$ cat config.mk
export PLATFORM = sky130hd
export DESIGN_NAME = ymz_pcm_rom_arb
export DESIGN_NICKNAME = d
export VERILOG_FILES = /design/src/rtl/ymz_pcm_rom_arb.sv
export SDC_FILE = /design/constraint.sdc
export NUM_CORES = 1
export LEC_CHECK = 0
export CAP_MARGIN = 15
export CORE_UTILIZATION = 35
export CTS_CLUSTER_SIZE = 40
export DETAILED_ROUTE_END_ITERATION = 8
export GPL_ROUTABILITY_DRIVEN = 0
export SYNTH_ARGS = -nofsm -noshare
export SYNTH_HDL_FRONTEND = slang
export SYNTH_SLANG_ARGS = --single-unit
$ cat constraint.sdc
create_clock -name CLK96 -period 7.6 [get_ports CLK96]
set_input_delay 1.9 -clock CLK96 [delete_from_list [all_inputs] [get_ports CLK96]]
set_output_delay 1.9 -clock CLK96 [all_outputs]
set_load 0.02 [all_outputs]
$ cat src/rtl/ymz_pcm_rom_arb.sv
// YMZ280B sample-ROM read arbiter: decodes each 24-bit byte read onto one of
// three 4 MB PCM SDRAM slots, keeps a one-entry last-byte cache, and answers
// out-of-range or timed-out reads with zero.
module ymz_pcm_rom_arb #(
  parameter int OK_SKIP = 2,
  parameter int TIMEOUT = 1023
) (
  input  logic        CLK96,
  input  logic        RESET96,
  input  logic        REQ_RD,
  input  logic [23:0] REQ_ADDR,
  output logic        REQ_WAIT,
  output logic        REQ_VALID,
  output logic [7:0]  REQ_DOUT,
  output logic        PCM_CS,
  output logic [21:0] PCM_ADDR,
  input  logic        PCM_OK,
  input  logic [7:0]  PCM_DOUT,
  output logic        PCM1_CS,
  output logic [21:0] PCM1_ADDR,
  input  logic        PCM1_OK,
  input  logic [7:0]  PCM1_DOUT,
  output logic        PCM2_CS,
  output logic [21:0] PCM2_ADDR,
  input  logic        PCM2_OK,
  input  logic [7:0]  PCM2_DOUT,
  output logic        TIMEOUT_ERR
);

  localparam int CYC_W = $clog2(TIMEOUT + 1);
  localparam logic [CYC_W-1:0] SKIP_C = CYC_W'(OK_SKIP);
  localparam logic [CYC_W-1:0] TOUT_C = CYC_W'(TIMEOUT);

  typedef enum logic [1:0] {IDLE, FETCH, RESP} state_t;

  state_t           state;
  logic [CYC_W-1:0] cyc;
  logic [1:0]       bank;
  logic [23:0]      addr_q;
  logic [7:0]       resp_data;
  logic             cache_vld;
  logic [23:0]      cache_addr;
  logic [7:0]       cache_data;
  logic             sel_ok;
  logic [7:0]       sel_dout;

  // Route the handshake of the bank selected by the captured address.
  always_comb begin
    sel_ok   = 1'b0;
    sel_dout = 8'h00;
    case (bank)
      2'd0: begin sel_ok = PCM_OK;  sel_dout = PCM_DOUT;  end
      2'd1: begin sel_ok = PCM1_OK; sel_dout = PCM1_DOUT; end
      2'd2: begin sel_ok = PCM2_OK; sel_dout = PCM2_DOUT; end
      default: begin sel_ok = 1'b0; sel_dout = 8'h00; end
    endcase
  end

  // Request sequencer: capture/decode in IDLE, hold the bank request in FETCH,
  // strobe the byte out in RESP.
  always_ff @(posedge CLK96) begin
    if (RESET96) begin
      state       <= IDLE;
      cyc         <= '0;
      REQ_WAIT    <= 1'b0;
      REQ_VALID   <= 1'b0;
      REQ_DOUT    <= 8'h00;
      PCM_CS      <= 1'b0;
      PCM1_CS     <= 1'b0;
      PCM2_CS     <= 1'b0;
      PCM_ADDR    <= '0;
      PCM1_ADDR   <= '0;
      PCM2_ADDR   <= '0;
      cache_vld   <= 1'b0;
      TIMEOUT_ERR <= 1'b0;
    end else begin
      REQ_VALID <= 1'b0;
      case (state)
        IDLE: begin
          if (REQ_RD) begin
            addr_q   <= REQ_ADDR;
            bank     <= REQ_ADDR[23:22];
            cyc      <= '0;
            REQ_WAIT <= 1'b1;
            if (cache_vld && (REQ_ADDR == cache_addr)) begin
              resp_data <= cache_data;
              state     <= RESP;
            end else if (REQ_ADDR[23:22] == 2'd3) begin
              // Top quarter of the address space has no backing slot.
              resp_data <= 8'h00;
              state     <= RESP;
            end else begin
              state <= FETCH;
              case (REQ_ADDR[23:22])
                2'd0:    begin PCM_CS  <= 1'b1; PCM_ADDR  <= REQ_ADDR[21:0]; end
                2'd1:    begin PCM1_CS <= 1'b1; PCM1_ADDR <= REQ_ADDR[21:0]; end
                default: begin PCM2_CS <= 1'b1; PCM2_ADDR <= REQ_ADDR[21:0]; end
              endcase
            end
          end
        end
        FETCH: begin
          // OK seen in the first OK_SKIP cycles may belong to a previous access.
          if (sel_ok && (cyc >= SKIP_C)) begin
            resp_data  <= sel_dout;
            cache_addr <= addr_q;
            cache_data <= sel_dout;
            cache_vld  <= 1'b1;
            PCM_CS     <= 1'b0;
            PCM1_CS    <= 1'b0;
            PCM2_CS    <= 1'b0;
            state      <= RESP;
          end else if (cyc == TOUT_C) begin
            resp_data   <= 8'h00;
            TIMEOUT_ERR <= 1'b1;
            cache_vld   <= 1'b0;
            PCM_CS      <= 1'b0;
            PCM1_CS     <= 1'b0;
            PCM2_CS     <= 1'b0;
            state       <= RESP;
          end else begin
            cyc <= cyc + 1'b1;
          end
        end
        RESP: begin
          REQ_VALID <= 1'b1;
          REQ_DOUT  <= resp_data;
          REQ_WAIT  <= 1'b0;
          state     <= IDLE;
        end
        default: begin
          state <= IDLE;
        end
      endcase
    end
  end

endmodule
==> flow_metrics.env <==
export IMPL_skew_ns=0.01003
export IMPL_drv_slew=0
export IMPL_worstHoldEndpoint="cache_addr[5]"
export IMPL_drt_initial_drc_count=259
export IMPL_drv_cap=0
export IMPL_synthDistinctLibCells=41
export IMPL_syn2layout_area_growth_pct=33.50
export IMPL_cts_resized_gates=0
export IMPL_synthCells=532
export IMPL_max_freq_mhz=224.6
export IMPL_numPortBuffers=133
export IMPL_hp_start="addr_q[5]"
export IMPL_cts_hold_buffers=0
export IMPL_grt_pass1_wl_mm=23.54
export IMPL_vias=4348
export IMPL_design_die_area_sq_um=18750
export IMPL_required_ns=7.68
export IMPL_synth_top_family_by_area="simple AND/OR/NAND/NOR gates"
export IMPL_diodes=0
export IMPL_leakage_nw=3.139
export IMPL_period_share_pct=58.59
export IMPL_cp_startpoint="REQ_ADDR[23]"
export IMPL_tns_ns=0
export IMPL_status="complete, no violations"
export IMPL_firstDrtPassIters=5
export IMPL_postLayoutCellArea_sq_um=8506
export IMPL_grt_setup_unrepaired="false"
export IMPL_powerDensity_nw_per_um2=238.0
export IMPL_antenna_left=0
export IMPL_root_buffer="clkbuf_16"
export IMPL_cts_buffers_inserted=17
export IMPL_num_rows=48
export IMPL_worst_slew_pin_slew_ns=1.083
export IMPL_ctsHtreeMaxLevel=4
export IMPL_synth_simple_area_share_pct=15.65
export IMPL_grt_total_usage_pct=16.48
export IMPL_slew_headroom_pct=27.51
export IMPL_placed_area_sq_um=7855
export IMPL_synth_fa_ha_area_share_pct=0.3928
export IMPL_synth_edf_count=64
export IMPL_ys_seq_elements=157
export IMPL_hold_viol=0
export IMPL_critical_path_class="in2reg"
export IMPL_clkTransAtPathRegs_ns=0.06
export IMPL_yosysTopAreaCellShare_pct=30.16
export IMPL_fill_cells=1552
export IMPL_cts_buffer_depth=2
export IMPL_fin_crit_ns=4.453
export IMPL_start_util_pct=36.33
export IMPL_grt_pass1_vias=4457
export IMPL_layout_cells_non_filler=896
export IMPL_drt_total_wl_mm=14.51
export IMPL_synth_area_per_cell_sq_um=11.98
export IMPL_dp_cells=864
export IMPL_ys_warn_count=0
export IMPL_hold_path_class="reg2reg"
export IMPL_synth_xor_area_share_pct=3.299
export IMPL_antenna_found_initial=0
export IMPL_critical_path_endpoint_type="register"
export IMPL_cts_setup_buffers=0
export IMPL_drt_wirelength_per_cell_um=16.20
export IMPL_overflow=0
export IMPL_rr_endpoint="cache_addr[18]"
export IMPL_fin_ws_ns=3.147
export IMPL_crit_fanout=8
export IMPL_cts_tree="yes"
export IMPL_synth_async_reset_ratio_pct=0
export IMPL_synth_fp_nets=588
export IMPL_core_area_sq_um=17540
export IMPL_whs_ns=0.4156
export IMPL_seq_area_frac_synth_pct=59.39
export IMPL_worst_r2r_cell_count=4
export IMPL_peakVddDrop_mv=0.1603
export IMPL_arrival_ns=4.53
export IMPL_fp_dieH_um=136.9
export IMPL_cts_sinks=157
export IMPL_die_x_um=136.9
export IMPL_start_kind="input port"
export IMPL_synthTopCellsByArea="edfxtp_1, dfxtp_1, mux2i_1"
export IMPL_ios=134
export IMPL_synth_compound_area_share_pct=6.500
export IMPL_hold_path_cell_count=0
export IMPL_dp_slack_ns=2.779
export IMPL_vias_per_cell=4.853
export IMPL_synthesis_area_sq_um=6371
export IMPL_clock_latency_ns=0.41
export IMPL_hpwl_mm=10.02
export IMPL_muxShareOfSynthArea_pct=11.78
export IMPL_rrSetupSlack_ns=4.59
export IMPL_synth_top_area_cell="edfxtp_1"
export IMPL_drive_gt1_share_pct=6.110
export IMPL_setup_violations=0
export IMPL_final_net_count=714
export IMPL_remaining_drc_errors=0
export IMPL_reg2reg_from="bank[0]"
export IMPL_synth_top_flop_cell="dfxtp_1"
export IMPL_grt_start_max_net_pins=112
-- registers in the layout (all words and copies together) (netlist names) --
signal       flops
cyc             10
TIMEOUT_ERR      1
REQ_DOUT         8
PCM1_CS          1
state            2
cache_vld        1
bank             2
PCM2_CS          1
REQ_VALID        1
REQ_WAIT         1
cache_data       8
PCM1_ADDR       22
PCM_CS           1
PCM2_ADDR       22
addr_q          22
resp_data        8
cache_addr      24
PCM_ADDR        22
-- cells in the final DEF (no fill, tap or decap), types with 3 or more instances in the layout --
| cell type | n |
|---|---|
| nand4_1 | 4 |
| nor2_1 | 8 |
| clkbuf_1 | 4 |
| clkbuf_16 | 17 |
| edfxtp_1 | 64 |
| nor4_1 | 4 |
| bufinv_16 | 5 |
| a22o_1 | 8 |
| inv_1 | 4 |
| or4_1 | 7 |
| nor3_1 | 4 |
| nand3_1 | 10 |
| xor2_1 | 11 |
| nand2b_1 | 89 |
| nand4b_1 | 3 |
| nor2b_1 | 3 |
| nand2_1 | 35 |
| buf_4 | 4 |
| a21oi_1 | 24 |
| o21ai_0 | 11 |
| o31ai_1 | 8 |
| dfxtp_1 | 93 |
| clkdlybuf4s50_1 | 132 |
| mux2i_1 | 75 |
| xnor2_1 | 13 |
-- final cells by class --
cell class | instances | area (sq um) | area share [%]
clock inverter | 9 | 182.7 | 2.148
inverter | 4 | 15.01 | 0.1765
multi-input combinational | 341 | 2419 | 28.43
clock buffer | 23 | 467.9 | 5.502
sequential | 157 | 3784 | 44.48
timing repair buffer | 137 | 1356 | 15.95
tap | 225 | 281.5 | 3.310
-- report_power, final --
group	internal, mW	leakage, nW	switching, mW
registers	0.902	1.35	0.0147
clock network	0.603	0.308	0.330
logic	0.0841	1.48	0.0895
-- cells in the mapped netlist, types with 3 or more instances --
| cell | n |
|---|---|
| a21oi_1 | 24 |
| a22o_1 | 8 |
| buf_2 | 4 |
| buf_6 | 5 |
| clkbuf_1 | 19 |
| dfxtp_1 | 93 |
| edfxtp_1 | 64 |
| inv_1 | 4 |
| mux2i_1 | 75 |
| nand2_1 | 35 |
| nand2b_1 | 89 |
| nand3_1 | 10 |
| nand4_1 | 4 |
| nand4b_1 | 3 |
| nor2_1 | 10 |
| nor2b_1 | 3 |
| nor3_1 | 4 |
| nor4_1 | 4 |
| o21ai_0 | 11 |
| o31ai_1 | 8 |
| or4_1 | 7 |
| xnor2_1 | 13 |
| xor2_1 | 11 |
-- through the flow --
stage	util, %	power, mW
after floorplan	-	1.026
after global placement	44.79	1.107
after CTS	48.50	2.048
after detailed placement	44.79	1.111
after global routing	48.50	2.099
final	48.50	2.024
-- worst max-delay path, cell delays in order --
cell             delay, ns
clkdlybuf4s50_1       0.60
xnor2_1               0.17
nand4_1               0.11
or4_1                 0.68
o21ai_0               0.56
o2111a_1              0.50
-- worst max-delay path by stage --
stage / depth (start not counted) / slack, ns / end
floorplan: 4 / 3.35 / cache_addr[0]
finish: 6 / 3.15 / resp_data[3]
global route: 6 / 2.98 / resp_data[3]
CTS: 6 / 3.19 / resp_data[3]
detailed placement: 6 / 2.78 / resp_data[7]
global placement: 6 / 2.84 / resp_data[4]
-- kinds of logic after synthesis --
logic type | count (synthesis)
xor+xnor | 24
fa+ha+maj | 2
simple gates | 176
flops | 157
buf+inv | 34
mux | 75
compound gates | 64
-- per-layer routing --
layer  GRT usage (%)  wire (um)  vias up  share of wire, %
met1           20.34       6448     2083                44
met4           3.907        104        0              0.72
met2           27.33       6980      123                48
met5               0          0        -                 0
met3           5.889        979        8               6.7
li1                -          -     2134                 -
Note: power is estimated with default switching activity, not from simulation.
